File: src/rtl/qos_wr_arbiter.sv
// qos_wr_arbiter
// Write-side ingress arbiter in front of the QoS FIFO wrapper. It merges NREQ
// valid/ready requestors into one registered write stream. Winner selection
// ranks HiBW class first, then aged requestors, then QoS level. Ties go
// round-robin. A short gap follows every issue so that the wrapper's
// registered full flag can catch up.
module qos_wr_arbiter #(
    parameter int NREQ      = 4,
    parameter int DSIZE     = 32,
    parameter int IDW       = 2,
    parameter int AGE_W     = 4,
    parameter int AGE_LIMIT = 12,
    parameter int ISSUE_GAP = 1
) (
    input  logic                    iWrClk,
    input  logic                    iWrResetn,
    input  logic [NREQ-1:0]         iReqValid,
    input  logic [NREQ*DSIZE-1:0]   iReqData,
    input  logic [NREQ*4-1:0]       iReqQoS,
    output logic [NREQ-1:0]         oReqReady,
    input  logic                    iFull,
    output logic                    oWr,
    output logic [DSIZE-1:0]        oWrData,
    output logic [3:0]              oQoS,
    output logic [IDW-1:0]          oGrantId,
    output logic                    oAged
);

    localparam int               GAP_W    = (ISSUE_GAP > 1) ? $clog2(ISSUE_GAP) : 1;
    localparam logic [AGE_W-1:0] AGE_MAX  = AGE_W'(AGE_LIMIT);
    localparam logic [3:0]       AGED_QOS = 4'b0110;

    typedef enum logic {
        ST_ARB,
        ST_GAP
    } state_t;

    state_t                      state_q, state_d;
    logic [GAP_W-1:0]            gap_cnt_q, gap_cnt_d;
    logic [IDW-1:0]              rr_q, rr_d;
    logic [NREQ-1:0][AGE_W-1:0]  age_q, age_d;
    logic                        wr_q, wr_d;
    logic [DSIZE-1:0]            wr_data_q, wr_data_d;
    logic [3:0]                  qos_q, qos_d;
    logic [IDW-1:0]              grant_q, grant_d;
    logic                        aged_q, aged_d;

    logic [NREQ-1:0][3:0]        req_qos;
    logic [NREQ-1:0]             req_aged;
    logic [NREQ-1:0][4:0]        req_key;
    logic [4:0]                  max_key;
    logic [NREQ-1:0]             cand;
    logic [IDW-1:0]              win_id;
    logic                        eligible;
    logic [DSIZE-1:0]            win_data;
    logic [3:0]                  win_qos;
    logic                        win_promoted;

    // Round-robin search over the candidate mask, starting at the pointer
    function automatic logic [IDW-1:0] rr_pick(input logic [NREQ-1:0] mask,
                                               input logic [IDW-1:0]  ptr);
        logic [IDW-1:0] pick;
        logic           found;
        int             idx;
        pick  = '0;
        found = 1'b0;
        for (int k = 0; k < NREQ; k++) begin
            idx = int'(ptr) + k;
            if (idx >= NREQ) begin
                idx = idx - NREQ;
            end
            if (!found && mask[idx]) begin
                found = 1'b1;
                pick  = IDW'(idx);
            end
        end
        return pick;
    endfunction

    // Build each requestor's priority key: {HiBW, aged, QoS level}
    always_comb begin
        for (int i = 0; i < NREQ; i++) begin
            req_qos[i]  = iReqQoS[i*4 +: 4];
            req_aged[i] = (age_q[i] == AGE_MAX);
            req_key[i]  = {req_qos[i][3], req_aged[i], req_qos[i][2:0]};
        end
    end

    // Find the best key among valid requestors and pick round-robin within it
    always_comb begin
        max_key = '0;
        for (int i = 0; i < NREQ; i++) begin
            if (iReqValid[i] && (req_key[i] > max_key)) begin
                max_key = req_key[i];
            end
        end
        for (int i = 0; i < NREQ; i++) begin
            cand[i] = iReqValid[i] && (req_key[i] == max_key);
        end
        win_id = rr_pick(cand, rr_q);
    end

    // Accept decision and the winner's payload; reset forces no accept
    always_comb begin
        eligible     = iWrResetn && (state_q == ST_ARB) && !iFull && (|iReqValid);
        win_data     = iReqData[int'(win_id)*DSIZE +: DSIZE];
        win_promoted = req_aged[win_id] && !req_qos[win_id][3];
        win_qos      = win_promoted ? AGED_QOS : req_qos[win_id];
        for (int i = 0; i < NREQ; i++) begin
            oReqReady[i] = eligible && (win_id == IDW'(i));
        end
    end

    // Next-state for the FSM, output registers, RR pointer and age counters
    always_comb begin
        state_d   = state_q;
        gap_cnt_d = gap_cnt_q;
        rr_d      = rr_q;
        wr_d      = 1'b0;
        wr_data_d = wr_data_q;
        qos_d     = qos_q;
        grant_d   = grant_q;
        aged_d    = aged_q;
        age_d     = age_q;

        case (state_q)
            ST_ARB: begin
                if (eligible) begin
                    wr_d      = 1'b1;
                    wr_data_d = win_data;
                    qos_d     = win_qos;
                    grant_d   = win_id;
                    aged_d    = win_promoted;
                    rr_d      = (win_id == IDW'(NREQ-1)) ? '0 : (win_id + IDW'(1));
                    if (ISSUE_GAP > 0) begin
                        state_d   = ST_GAP;
                        gap_cnt_d = GAP_W'(ISSUE_GAP - 1);
                    end
                end
            end
            ST_GAP: begin
                if (gap_cnt_q == '0) begin
                    state_d = ST_ARB;
                end else begin
                    gap_cnt_d = gap_cnt_q - GAP_W'(1);
                end
            end
            default: begin
                state_d = ST_ARB;
            end
        endcase

        for (int i = 0; i < NREQ; i++) begin
            if (!iReqValid[i] || oReqReady[i]) begin
                age_d[i] = '0;
            end else if (age_q[i] != AGE_MAX) begin
                age_d[i] = age_q[i] + AGE_W'(1);
            end
        end
    end

    // State and output registers with asynchronous active-low reset
    always_ff @(posedge iWrClk or negedge iWrResetn) begin
        if (!iWrResetn) begin
            state_q   <= ST_ARB;
            gap_cnt_q <= '0;
            rr_q      <= '0;
            age_q     <= '0;
            wr_q      <= 1'b0;
            wr_data_q <= '0;
            qos_q     <= '0;
            grant_q   <= '0;
            aged_q    <= 1'b0;
        end else begin
            state_q   <= state_d;
            gap_cnt_q <= gap_cnt_d;
            rr_q      <= rr_d;
            age_q     <= age_d;
            wr_q      <= wr_d;
            wr_data_q <= wr_data_d;
            qos_q     <= qos_d;
            grant_q   <= grant_d;
            aged_q    <= aged_d;
        end
    end

    assign oWr      = wr_q;
    assign oWrData  = wr_data_q;
    assign oQoS     = qos_q;
    assign oGrantId = grant_q;
    assign oAged    = aged_q;

endmodule

File: config.mk
export PLATFORM = sky130hd
export DESIGN_NAME = qos_wr_arbiter
export DESIGN_NICKNAME = d
export VERILOG_FILES = /design/src/rtl/qos_wr_arbiter.sv
export SDC_FILE = /design/constraint.sdc
export NUM_CORES = 1
export LEC_CHECK = 0
export CORE_UTILIZATION = 60
export CTS_BUF_LIST = sky130_fd_sc_hd__clkbuf_4 sky130_fd_sc_hd__clkbuf_8 sky130_fd_sc_hd__clkbuf_16
export DETAILED_ROUTE_END_ITERATION = 6
export DONT_BUFFER_PORTS = 1
export GPL_TIMING_DRIVEN = 0
export PLACE_DENSITY = 0.86
export SLEW_MARGIN = 20
export SYNTH_ARGS = -nofsm -noshare
export SYNTH_HDL_FRONTEND = slang
export SYNTH_SLANG_ARGS = --single-unit
File: constraint.sdc
create_clock -name iWrClk -period 12.6 [get_ports iWrClk]
set_input_delay 2.52 -clock iWrClk [delete_from_list [all_inputs] [get_ports iWrClk]]
set_output_delay 2.52 -clock iWrClk [all_outputs]
set_load 0.005 [all_outputs]
[After elaboration in Yosys (flattened, before gate mapping)]
Index checks and enable logic that the tools add are counted.
Widths: inputs -> output; s select.
Cells by class
  add/sub/neg operators: 13
  multipliers: 0
  div/mod/pow operators: 0
  $lt $le $gt $ge: 13
  eq/ne operators: 16
  shift operators: 1
  muxes and demuxes: 48
  bitwise operators: 1
  reduce and logical (&&, ||, !) cells: 39
Operator list (count)
  $lt 32x4->1 const B: 4
  $mux 32: 4
  $shiftx 128x8->32: 1
  $mux 4: 10
  $eq 5x5->1: 4
  $mux 5: 4
  $logic_and 1x1->1: 19
  $mux 1: 17
  $add 4x1->4 const B: 4
  $eq 4x4->1 const B: 4
  $ne 4x4->1 const B: 4
  $gt 5x5->1: 3
  $sub 3x3->4 const B: 3
  $bmux 1 s2: 5
  $mux 2: 5
  $ge 3x3->1 const B: 3
  $logic_not 1->1: 9
  $bmux 4 s2: 1
  $reduce_bool 2->1: 4
  $add 2x2->3 const B: 2
  $gt 5x1->1 const B: 1
  $eq 2x2->1 const B: 2
  $logic_or 1x1->1: 4
  $pmux 1 s2: 2
  other kinds (12): 12
Word-level totals
  bits in registers: 60
  bits in latches: 0
  bits in writable memories: 0
  bits in read-only memories: 0
  input bits: 151
  output and inout port bits: 44
  logic and storage cells: 143
  memories kept: 0

[Longest topological paths before layout]
Gate-level depths: netlist of run 1.
  depth after elaboration: 33
  gate-level depth with buffers: 34
  depth with buffers taken out: 30

[Worst setup path after synthesis of run 1]
OpenSTA, ideal clock, no wires.
  path type: in2out
  start point: input iReqValid[0]
  end point: output oReqReady[0]
  arrival time: 8691 ps
  required time: 10080 ps
  slack: 1389 ps
  stages on the path: 30
  buffers on the path: 5
  path through: clkbuf_1 > nand2_1 > ha_1 > a211o_1 > a221o_1 > and3_1 > or2_2 > ha_1 > and4_1 > a21oi_1 > o21a_1 > buf_2 > o31a_1 > inv_1 > ha_1 > nand2_1 > a21oi_1 > o21a_1 > buf_2 > o21ai_0 > o21a_1 > nor4_1 > nor4b_4 > nor3b_1 > nor4_2 > buf_4 > buf_6 > inv_2 > ha_1 > and2_1
Between the ends
  longest elaborated chain between the ends: 28
  elaborated cells between the ends (all ways): 48
  classes of those cells: order compare: 3; eq/ne: 4; mux: 23; reduce/logical: 18
RTL lines
  start, declared: RTL line 17  | input logic [NREQ-1:0] iReqValid,
  $logic_and 1x1->1: RTL line 93  | if (iReqValid[i] && (req_key[i] > max_key)) begin
  $mux 5: RTL line 93
  $gt 5x5->1: RTL line 93
  $logic_and 1x1->1: RTL line 93
  $mux 5: RTL line 93
  $gt 5x5->1: RTL line 93
  $logic_and 1x1->1: RTL line 93
  $mux 5: RTL line 93
  [13 not listed]
  $logic_and 1x1->1: RTL line 72  | if (!found && mask[idx]) begin
  $mux 1: RTL line 72
  $logic_not 1->1: RTL line 72
  $logic_and 1x1->1: RTL line 72
  $mux 2 *: RTL line 72
  named net win_id[1]: RTL line 53  | logic [IDW-1:0] win_id;
  $logic_not 2->1 *: RTL line 110  | oReqReady[i] = eligible && (win_id == IDW'(i));
  $logic_and 1x1->1 *: RTL line 110
  end, declared: RTL line 20  | output logic [NREQ-1:0] oReqReady,
The timed path passes the listed nets; every way through them passes the cells marked *. The select of a mux whose other input is x is not followed.

[Final worst setup path of run 1]
  start point: input iReqValid[0]
  end point: output oReqReady[0]
Between the ends
  longest elaborated chain between the ends: 28
  elaborated cells between the ends (all ways): 48
  classes of those cells: order compare: 3; eq/ne: 4; mux: 23; reduce/logical: 18
RTL lines (RTL line)
  $logic_and 1x1->1: 93
  $mux 5: 93
  $gt 5x5->1: 93
  $logic_and 1x1->1: 93
  $mux 5: 93
  $gt 5x5->1: 93
  $logic_and 1x1->1: 93
  $mux 5: 93
  [12 not listed]
  $logic_not 1->1: 72
  $logic_and 1x1->1: 72
  $mux 1: 72
  $logic_not 1->1: 72
  $logic_and 1x1->1: 72
  $mux 2: 72
  $logic_not 2->1: 110
  $logic_and 1x1->1 *: 110
Mark *: on every way between the ends. The rest lies on a longest branch, timed or not. The select of a mux whose other input is x is not followed.

==> results_dict.tcl, run 1 <==
set metrics [dict create \
    routed_via_density 6.52 \
    ff2ff_path_depth 33 \
    hp-class "flip-flop to flip-flop" \
    critPathRequiredTime_ns 10.08 \
    clk_latency_ns 0.34 \
    num_vias 4275 \
    crit_top_cell "ha_1" \
    min_period_ns 12.27 \
    floorplan.initialDensity_pct 62.8 \
    r2r-start "age_q[0]$_DFFE_PN0P_" \
    dp.cells 640 \
    crit_fanout 11 \
    status "finished clean" \
    grtUsageTotal_pct 32.6 \
    fin_nets 727 \
    drt-initial-drc-count 257 \
    rsz0062_at_grt "false" \
    placed_area_um2 5030 \
    netlist_instances 538 \
    powerDensity_nw_per_um2 149 \
    synthArstFlopShare_pct 100 \
    grt_start_max_net_pins 60 \
    stdcell_count 656 \
    firstDrtPassIters 5 \
    ys_seq_elements 58 \
    fin_ws_ns 0.329 \
    core-area_um2 7810 \
    cts_htree_levels 3 \
    worstReg2RegEnd "age_q[3]$_DFFE_PN0P_" \
    post_cts.repair.setup_buffers 0 \
    ff2ff_setup_slack_ns 4.26 \
    cts.clk_slew.worst_paths_ns 0.07 \
    fin_setup_tns_ns 0 \
    die_y_um 92.4 \
    wirelength_um 13800 \
    synth_edf_count 0 \
    fmax_mhz 81.5 \
    clock-sinks 58 \
    startpoint_type "primary input" \
    cpLargestDelayFamily "compound AO/OA/AOI/OAI gates" \
    synth.yosys.warnings 0 \
    antenna_cells 0 \
    worstPathArrival_ns 9.75 \
    dp_slack_ns 0.0905 \
    dp_hpwl_um 11000 \
    holdWs_ns 0.513 \
    grt_pass1_wl_um 21500 \
    place_congestion 0.917 \
    synth-main-ff-cell "dfrtp_1" \
    hold_viol_final 0 \
    antenna_found_initial 0 \
    min_path_cells 2 \
    worst_pin_slew_ns 0.646 \
    max_stage_delay_ns 0.45 \
    synthDistinctLibCells 57 \
    avgSynthCellArea_um2 9.11 \
    slowest_stage "a221o_1" \
    netlist_area_um2 4900 \
    setup_viol 0 \
    cp-end-kind "output pin" \
    vdd_drop_max_uv 97.9 \
    period_share_pct 97.4 \
    p_leak_nw 2.51 \
    cts_root_buffer "clkbuf_8" \
    die_area_um2 8530 \
    path_buf_inv 6 \
    path_class "primary input to output pin" \
    gr-total-overflow 0 \
    fin_skew_ns 0.0129 \
    max-slew-margin-rel_pct 56.5 \
    io_pins 195 \
    io_buffers 0 \
    seq_area_frac_synth_pct 29.6 \
    detail_route.wl_per_cell_um 21.0 \
    cts_buffer_depth 2 \
    final_area_um2 5220 \
    num_rows 32 \
    grt_pass1_vias 4256 \
    drc_errors 0 \
    syn-num-nets 716 \
    cts_tree "done" \
    area_delta_synth_final_pct 6.49 \
    ant_nets 0 \
    holdCritStartpoint "oWrData[21]$_DFFE_PN0P_" \
    maxSlewViolCount 0 \
    cts_buffers 9 \
    min_to "oWrData[21]$_DFFE_PN0P_" \
    ctsHoldBuffers 0 \
    die_x_um 92.4 \
    drive_gt1_share_pct 15.7 \
    cap_viol_max_count 0 \
]
## routing by layer
| layer | routed length (um) | share of wire [%] | track usage (%) | up-vias |
|---|---|---|---|---|
| met2 | 6730 | 49 | 54.1 | 192 |
| met5 | 0 | 0 | 0 | - |
| met3 | 1130 | 8.2 | 9.69 | 18 |
| li1 | - | - | - | 1995 |
| met4 | 194 | 1.4 | 8.59 | 0 |
| met1 | 5730 | 42 | 41.4 | 2070 |
## timing repair
action,in CTS,in global routing
hold endpoints to repair,0,0
gates resized for setup,0,5
endpoints found under the setup margin,0,4
## registers in the layout, indices dropped and copies added, names as in the netlist
name      flops
age_q        16
oAged         1
oGrantId      2
oQoS          4
oWrData      32
rr_q          2
state_q       1
## through the flow
step	total power (W)	util, %
2_1_floorplan	0.000543	-
3_3_place_gp	0.000604	64.4
3_5_place_dp	0.000621	64.4
4_1_cts	0.000775	66.6
5_1_grt	0.000821	66.8
6_report	0.000776	66.8
## report_power, final
group          switching [W]  internal [W]  total, W
sequential         0.0000479      0.000234  0.000282
clock              0.0000748     0.0000777  0.000153
combinational       0.000183      0.000159  0.000342
total               0.000306      0.000471  0.000776
## synthesized netlist by cell type (3+ instances only)
cell type  count  area share [%]
mux2i_1       66              13
dfrtp_1       58              30
nand2_1       54             4.1
o21ai_1       35             3.6
mux2_2        32             7.4
ha_1          27             6.9
inv_1         26             2.0
a21oi_1       25             2.6
nor2_1        23             1.8
o21ai_0       13             1.3
xnor2_1       13             2.3
nor3_1        12             1.2
clkbuf_1      11            0.84
nand3_1       11             1.1
o211ai_1      10             1.5
buf_4          8             1.2
and3_1         7            0.89
nand4_1        7            0.89
nor4_1         7            0.89
o21a_1         7             1.1
and2_1         6            0.77
a31oi_1        5            0.64
buf_2          5            0.51
o31a_1         5            0.89
xor2_1         5            0.89
a211oi_1       4            0.61
nand2b_1       4            0.51
nor3b_1        4            0.61
a21o_1         3            0.46
a21oi_2        3            0.54
a2bb2oi_1      3            0.54
nor4_2         3            0.77
nor4_4         3             1.3
o31ai_2        3            0.77
or3_1          3            0.38
## logic make-up (layout without fill, tap and decap cells)
| group | Yosys count | count (layout) | share of synthesized area [%] |
|---|---|---|---|
| AND/OR/NAND/NOR | 154 | 154 | 17.1 |
| AO/OA/AOI/OAI | 129 | 129 | 17.1 |
| multiplexers | 99 | 99 | 21.1 |
| flip-flops | 58 | 58 | 29.6 |
| buffers and inverters | 53 | 69 | 4.95 |
| adder cells (fa/ha/maj) | 27 | 27 | 6.89 |
| XOR/XNOR | 18 | 18 | 3.22 |
## worst register-to-register path: cells and delay by family (launching register included)
kind	cells	cell delay (ns)
AND/OR/NAND/NOR	11	2.45
AO/OA/AOI/OAI	11	2.92
flip-flops	1	0.42
buffers and inverters	6	1.20
adder cells (fa/ha/maj)	5	1.26
## cells in the final DEF, fill, tap and decap left out, types with 5 or more instances in the layout
master,instances
a21oi_1,23
a21oi_2,5
a31oi_1,5
and2_1,6
and3_1,7
buf_2,5
buf_4,8
clkbuf_1,10
clkbuf_8,10
dfrtp_1,58
ha_1,27
inv_1,26
mux2_2,32
mux2i_1,66
nand2_1,54
nand3_1,11
nand4_1,7
nor2_1,23
nor3_1,12
nor4_1,6
o211ai_1,10
o21a_1,7
o21ai_0,13
o21ai_1,35
o31a_1,5
xnor2_1,13
xor2_1,5
## final cells by class
cell class / instances / area, um2
clock inverter: 5 / 30.0
inverter: 28 / 105
fill: 638 / 2590
sequential: 58 / 1450
buffer: 25 / 139
multi-input combinational: 427 / 3220
clock buffer: 11 / 145
tap: 102 / 128
## how the worst max path moves through the flow
stage	startpoint	slack (ns)	cells after the start	endpoint
after floorplan	iReqValid[0]	1.39	30	oReqReady[0]
after global placement	iReqValid[0]	0.22	29	oReqReady[0]
after detailed placement	iReqValid[0]	0.09	30	oReqReady[0]
after CTS	iReqValid[0]	0.05	30	oReqReady[0]
after global routing	iReqValid[0]	0.02	30	oReqReady[1]
final	iReqValid[0]	0.33	29	oReqReady[0]
(Power assumes the default switching activity.)
==> run 2: changes to the inputs <==
--- a/config.mk
+++ b/config.mk
@@ -9,6 +9,7 @@
 export CTS_BUF_LIST = sky130_fd_sc_hd__clkbuf_4 sky130_fd_sc_hd__clkbuf_8 sky130_fd_sc_hd__clkbuf_16
 export DETAILED_ROUTE_END_ITERATION = 6
 export DONT_BUFFER_PORTS = 1
+export GPL_ROUTABILITY_DRIVEN = 0
 export GPL_TIMING_DRIVEN = 0
 export PLACE_DENSITY = 0.86
 export SLEW_MARGIN = 20
==> run 2 against run 1 <==
Count of clock-buffer cells in the layout fell by 2. First-iteration DRC count increased by 24%. Worst setup slack better by 0.16 ns. Sequential cell count is the same. Non-clock buffer count unchanged. Register-to-register slack better by 0.04 ns. Via count is 2.2% higher. Fmax rose by 1.3%. Clock skew is 0.0029 ns lower. Clock power down 7%.
==> results_dict.tcl, run 2 (synthesis gave the netlist of run 1 again) <==
set metrics [dict create \
    multi_input_area_um2 3220 \
    path_class "primary input to output pin" \
    sequentialPowerShare_pct 36.9 \
    detail_route.wl_per_cell_um 20.9 \
    postCtsResizedCells 0 \
    crit_fanout 11 \
    cap_viol_max_count 0 \
    drive_gt1_share_pct 15.7 \
    cp-end-kind "output pin" \
    cts_htree_levels 3 \
    die_x_um 92.4 \
    num_vias 4370 \
    netSwitchingFraction_pct 39.6 \
    worst_pin_slew_ns 0.562 \
    core-area_um2 7810 \
    combPwrFrac_pct 44.5 \
    vdd_drop_max_uv 97.6 \
    n_fill_cell 634 \
    stdcell_count 655 \
    crit_top_cell "ha_1" \
    fin_nets 727 \
    max_stage_delay_ns 0.45 \
    fin_setup_tns_ns 0 \
    floorplan.initialDensity_pct 62.8 \
    largest_register_ffs 32 \
    worstPathArrival_ns 9.60 \
    ant_nets 0 \
    wirelength_um 13700 \
    min_period_ns 12.12 \
    critPathRequiredTime_ns 10.08 \
    fin_skew_ns 0.00996 \
    clk_latency_ns 0.33 \
    fmax_mhz 82.5 \
    cts_root_buffer "clkbuf_8" \
    slowest_stage "a221o_1" \
    powerDensity_nw_per_um2 147 \
    cts_tree "done" \
    die_y_um 92.4 \
    grt_start_max_net_pins 60 \
    grt_pass1_vias 4390 \
    die_area_um2 8530 \
    antenna_found_initial 0 \
    internal-power_w 0.000461 \
    area_delta_synth_final_pct 6.23 \
    fin_util_pct 66.7 \
    hp-class "flip-flop to flip-flop" \
    io_pins 195 \
    io_buffers 0 \
    dp_hpwl_um 10800 \
    drt-initial-drc-count 319 \
    antenna_cells 0 \
    p_leak_nw 2.50 \
    p_sw_w 0.000302 \
    startpoint_type "primary input" \
    ff_latch_area_um2 1450 \
    cts_buffer_depth 2 \
    drc_errors 0 \
    cts.clk_slew.worst_paths_ns 0.06 \
    maxSlewViolCount 0 \
    period_share_pct 96.2 \
    final_area_um2 5200 \
    routed_via_density 6.67 \
    cts_buffers 9 \
    hold_viol_final 0 \
    final_cell_mix "mux2i_1, dfrtp_1, nand2_1" \
    max-slew-margin-rel_pct 62.2 \
    firstDrtPassIters 5 \
    status "finished clean" \
    dp.cells 640 \
    rsz0062_at_grt "false" \
    gr-total-overflow 0 \
    pwr-share-clk_pct 18.6 \
    num_rows 32 \
    final_common_cell "mux2i_1" \
    post_cts.repair.setup_buffers 0 \
    setup_viol 0 \
    placed_area_um2 5030 \
    grtUsageTotal_pct 32.2 \
    ctsHoldBuffers 0 \
    grt_pass1_wl_um 21500 \
    clock-sinks 58 \
]
run 2: power by group through the flow:
stage	registers [W]	clock network [W]	logic, W
detailed placement	0.000284	0	0.000335
CTS	0.000282	0.000144	0.000336
global placement	0.000282	0	0.000320
finish	0.000282	0.000142	0.000340
global route	0.000287	0.000152	0.000374
floorplan	0.000267	0	0.000276
run 2: per-layer routing:
layer	vias to the layer above	wire [um]	track usage, %
li1	1994	-	-
met1	2108	5430	39.6
met2	233	6620	53.1
met3	35	1290	10.2
met4	0	331	10.9
met5	-	0	0
run 2: worst max-delay path, delay by kind of cell:
family / cells / cell delay (ns)
AND/OR/NAND/NOR: 8 / 1.97
buffers and inverters: 7 / 1.52
AO/OA/AOI/OAI: 11 / 2.56
adder cells (fa/ha/maj): 4 / 1.02
run 2: path summary, 6_finish.rpt:
path | from | endpoint | cells past startpoint | slack [ns]
max | iReqValid[0] | oReqReady[0] | 30 | 0.48
max reg2reg | age_q[4]$_DFFE_PN0P_ | age_q[3]$_DFFE_PN0P_ | 34 | 4.30
min reg2reg | age_q[3]$_DFFE_PN0P_ | age_q[3]$_DFFE_PN0P_ | 1 | 0.51
min | age_q[3]$_DFFE_PN0P_ | age_q[3]$_DFFE_PN0P_ | 1 | 0.51
max in group asynchronous | iWrResetn | oWrData[0]$_DFFE_PN0P_ | 0 | 10.61
min in group asynchronous | iWrResetn | oWrData[23]$_DFFE_PN0P_ | 0 | 1.88
run 2: metrics by stage:
| stage | worst slack, ns | hold WS [ns] | power, W |
|---|---|---|---|
| global placement | 0.427 | 0.484 | 0.000602 |
| detailed placement | 0.200 | 0.503 | 0.000619 |
| floorplan | 1.39 | 0.463 | 0.000543 |
| CTS | 0.182 | 0.512 | 0.000762 |
| global route | 0.0238 | 0.535 | 0.000814 |
| finish | 0.485 | 0.507 | 0.000764 |
run 2: final cells by class:
cell class / instances / share of cell area (%)
clock buffer: 9 / 2.38
inverter: 28 / 2.02
multi-input combinational: 427 / 61.9
tap: 102 / 2.45
sequential: 58 / 27.9
buffer: 25 / 2.67
clock inverter: 6 / 0.673
==> run 3: changes to the inputs <==
--- a/config.mk
+++ b/config.mk
@@ -11,7 +11,7 @@
 export DONT_BUFFER_PORTS = 1
 export GPL_ROUTABILITY_DRIVEN = 0
 export GPL_TIMING_DRIVEN = 0
-export PLACE_DENSITY = 0.86
+export PLACE_DENSITY = 0.8
 export SLEW_MARGIN = 20
 export SYNTH_ARGS = -nofsm -noshare
 export SYNTH_HDL_FRONTEND = slang
==> run 3 against run 2 <==
Critical endpoint unchanged. Highest routed layer unchanged. Sequential cell count did not move. Routed wire length shrank 2.0%. Hold slack improved by 0.0091 ns. Global-route usage decreased by 0.53 points. Count of clock-buffer cells in the layout grew 3.
==> results_dict.tcl, run 3 (synthesis gave the netlist of run 1 again) <==
set metrics [dict create \
    pwr-share-clk_pct 20.5 \
    io_pins 195 \
    path_class "primary input to output pin" \
    rsz0062_at_grt "false" \
    period_share_pct 96.4 \
    multi_input_area_um2 3210 \
    cts.clk_slew.worst_paths_ns 0.07 \
    num_vias 4297 \
    die_area_um2 8530 \
    sequentialPowerShare_pct 36.0 \
    largest_register_ffs 32 \
    crit_fanout 11 \
    powerDensity_nw_per_um2 149 \
    combPwrFrac_pct 43.5 \
    holdWs_ns 0.516 \
    routed_via_density 6.55 \
    maxSlewViolCount 0 \
    met1_usage_pct 40.5 \
    antenna_found_initial 0 \
    antenna_cells 0 \
    ff_latch_area_um2 1450 \
    p_leak_nw 2.52 \
    fin_skew_ns 0.00616 \
    firstDrtPassIters 5 \
    num_rows 32 \
    wirelength_um 13400 \
    r2r-start "age_q[4]$_DFFE_PN0P_" \
    p_sw_w 0.000300 \
    cts_buffers 9 \
    floorplan.initialDensity_pct 62.8 \
    detail_route.wl_per_cell_um 20.4 \
    ctsHoldBuffers 0 \
    core-area_um2 7810 \
    drc_errors 0 \
    grtUsageTotal_pct 31.6 \
    fmax_mhz 82.3 \
    cap_viol_max_count 0 \
    worstPathArrival_ns 9.62 \
    drive_gt1_share_pct 15.5 \
    cts_tree "done" \
    die_y_um 92.4 \
    vdd_drop_max_uv 106 \
    cp-endpoint "oReqReady[0]" \
    ff2ff_path_depth 33 \
    hold_viol_final 0 \
    fin_nets 727 \
    cts_root_buffer "clkbuf_8" \
    use_met3_pct 7.14 \
    stdcell_count 656 \
    area_delta_synth_final_pct 6.66 \
    cts_htree_levels 3 \
    ant_nets 0 \
    grt_pass1_wl_um 21200 \
    grt_start_max_net_pins 60 \
    cp-end-kind "output pin" \
    clock-sinks 58 \
    max-slew-margin-rel_pct 64.8 \
    internal-power_w 0.000479 \
    min_period_ns 12.14 \
    setup_viol 0 \
    worstReg2RegEnd "age_q[3]$_DFFE_PN0P_" \
    gr-total-overflow 0 \
    clk_latency_ns 0.33 \
    dp.cells 640 \
    die_x_um 92.4 \
    ff2ff_setup_slack_ns 4.35 \
    netSwitchingFraction_pct 38.5 \
    fin_setup_tns_ns 0 \
    drt-initial-drc-count 369 \
    slowest_stage "a221o_1" \
    crit_top_cell "ha_1" \
    startpoint_type "primary input" \
    status "finished clean" \
    gr-max-usage-layer "met2" \
    dp_hpwl_um 10600 \
    hp-class "flip-flop to flip-flop" \
    final_common_cell "mux2i_1" \
    n_fill_cell 642 \
    startpoint "iReqValid[0]" \
    final_cell_mix "mux2i_1, dfrtp_1, nand2_1" \
    io_buffers 0 \
    max_stage_delay_ns 0.45 \
    cts_buffer_depth 2 \
    globalRouteMet2Util_pct 53.3 \
    critPathRequiredTime_ns 10.08 \
    worst_pin_slew_ns 0.522 \
    grt_pass1_vias 4238 \
]
run 3: routing by layer:
layer | vias up | wire [um]
met4 | 0 | 241
met1 | 2071 | 5440
li1 | 1990 | -
met2 | 212 | 6630
met3 | 24 | 1080
met5 | - | 0
run 3: final cells by class:
| class | count | area share [%] |
|---|---|---|
| Clock inverter | 4 | 0.479 |
| Sequential cell | 58 | 27.8 |
| Tap cell | 102 | 2.44 |
| Clock buffer | 12 | 3.16 |
| Multi-Input combinational cell | 427 | 61.5 |
| Inverter | 28 | 2.01 |
| Buffer | 25 | 2.68 |
run 3: worst min path at each step:
| stage | startpoint | end | cells past startpoint |
|---|---|---|---|
| after CTS | age_q[3]$_DFFE_PN0P_ | age_q[3]$_DFFE_PN0P_ | 1 |
| after detailed placement | age_q[3]$_DFFE_PN0P_ | age_q[3]$_DFFE_PN0P_ | 1 |
| final | oWrData[31]$_DFFE_PN0P_ | oWrData[31]$_DFFE_PN0P_ | 2 |
| after global placement | age_q[3]$_DFFE_PN0P_ | age_q[3]$_DFFE_PN0P_ | 1 |
| after floorplan | age_q[3]$_DFFE_PN0P_ | age_q[3]$_DFFE_PN0P_ | 1 |
| after global routing | oWrData[3]$_DFFE_PN0P_ | oWrData[3]$_DFFE_PN0P_ | 2 |
run 3: repair_timing:
action | CTS | global route
resized for setup | 0 | 5
setup buffers | 0 | 0
setup endpoints to repair | 0 | 4
run 3: power by group through the flow:
stage | sequential [W] | combinational, W | clock [W]
global route | 0.000286 | 0.000371 | 0.000171
finish | 0.000280 | 0.000339 | 0.000160
detailed placement | 0.000283 | 0.000335 | 0
global placement | 0.000282 | 0.000321 | 0
CTS | 0.000280 | 0.000336 | 0.000163
floorplan | 0.000267 | 0.000276 | 0
run 3: critical path: cells and delay by family:
kind / cells / cell delay [ns]
buf+inv: 6 / 1.44
fa+ha+maj: 4 / 1.03
simple gates: 9 / 1.82
compound gates: 10 / 2.80
run 3: through the flow:
| step | cell area (um2) | setup WS [ns] | total power (W) | util [%] |
|---|---|---|---|---|
| 2_1_floorplan | 4900 | 1.39 | 0.000543 | - |
| 3_3_place_gp | 5030 | 0.344 | 0.000603 | 64.4 |
| 3_5_place_dp | 5030 | 0.315 | 0.000617 | 64.4 |
| 4_1_cts | 5220 | 0.281 | 0.000780 | 66.8 |
| 5_1_grt | 5230 | 0.0388 | 0.000828 | 66.9 |
| 6_report | 5230 | 0.455 | 0.000779 | 66.9 |
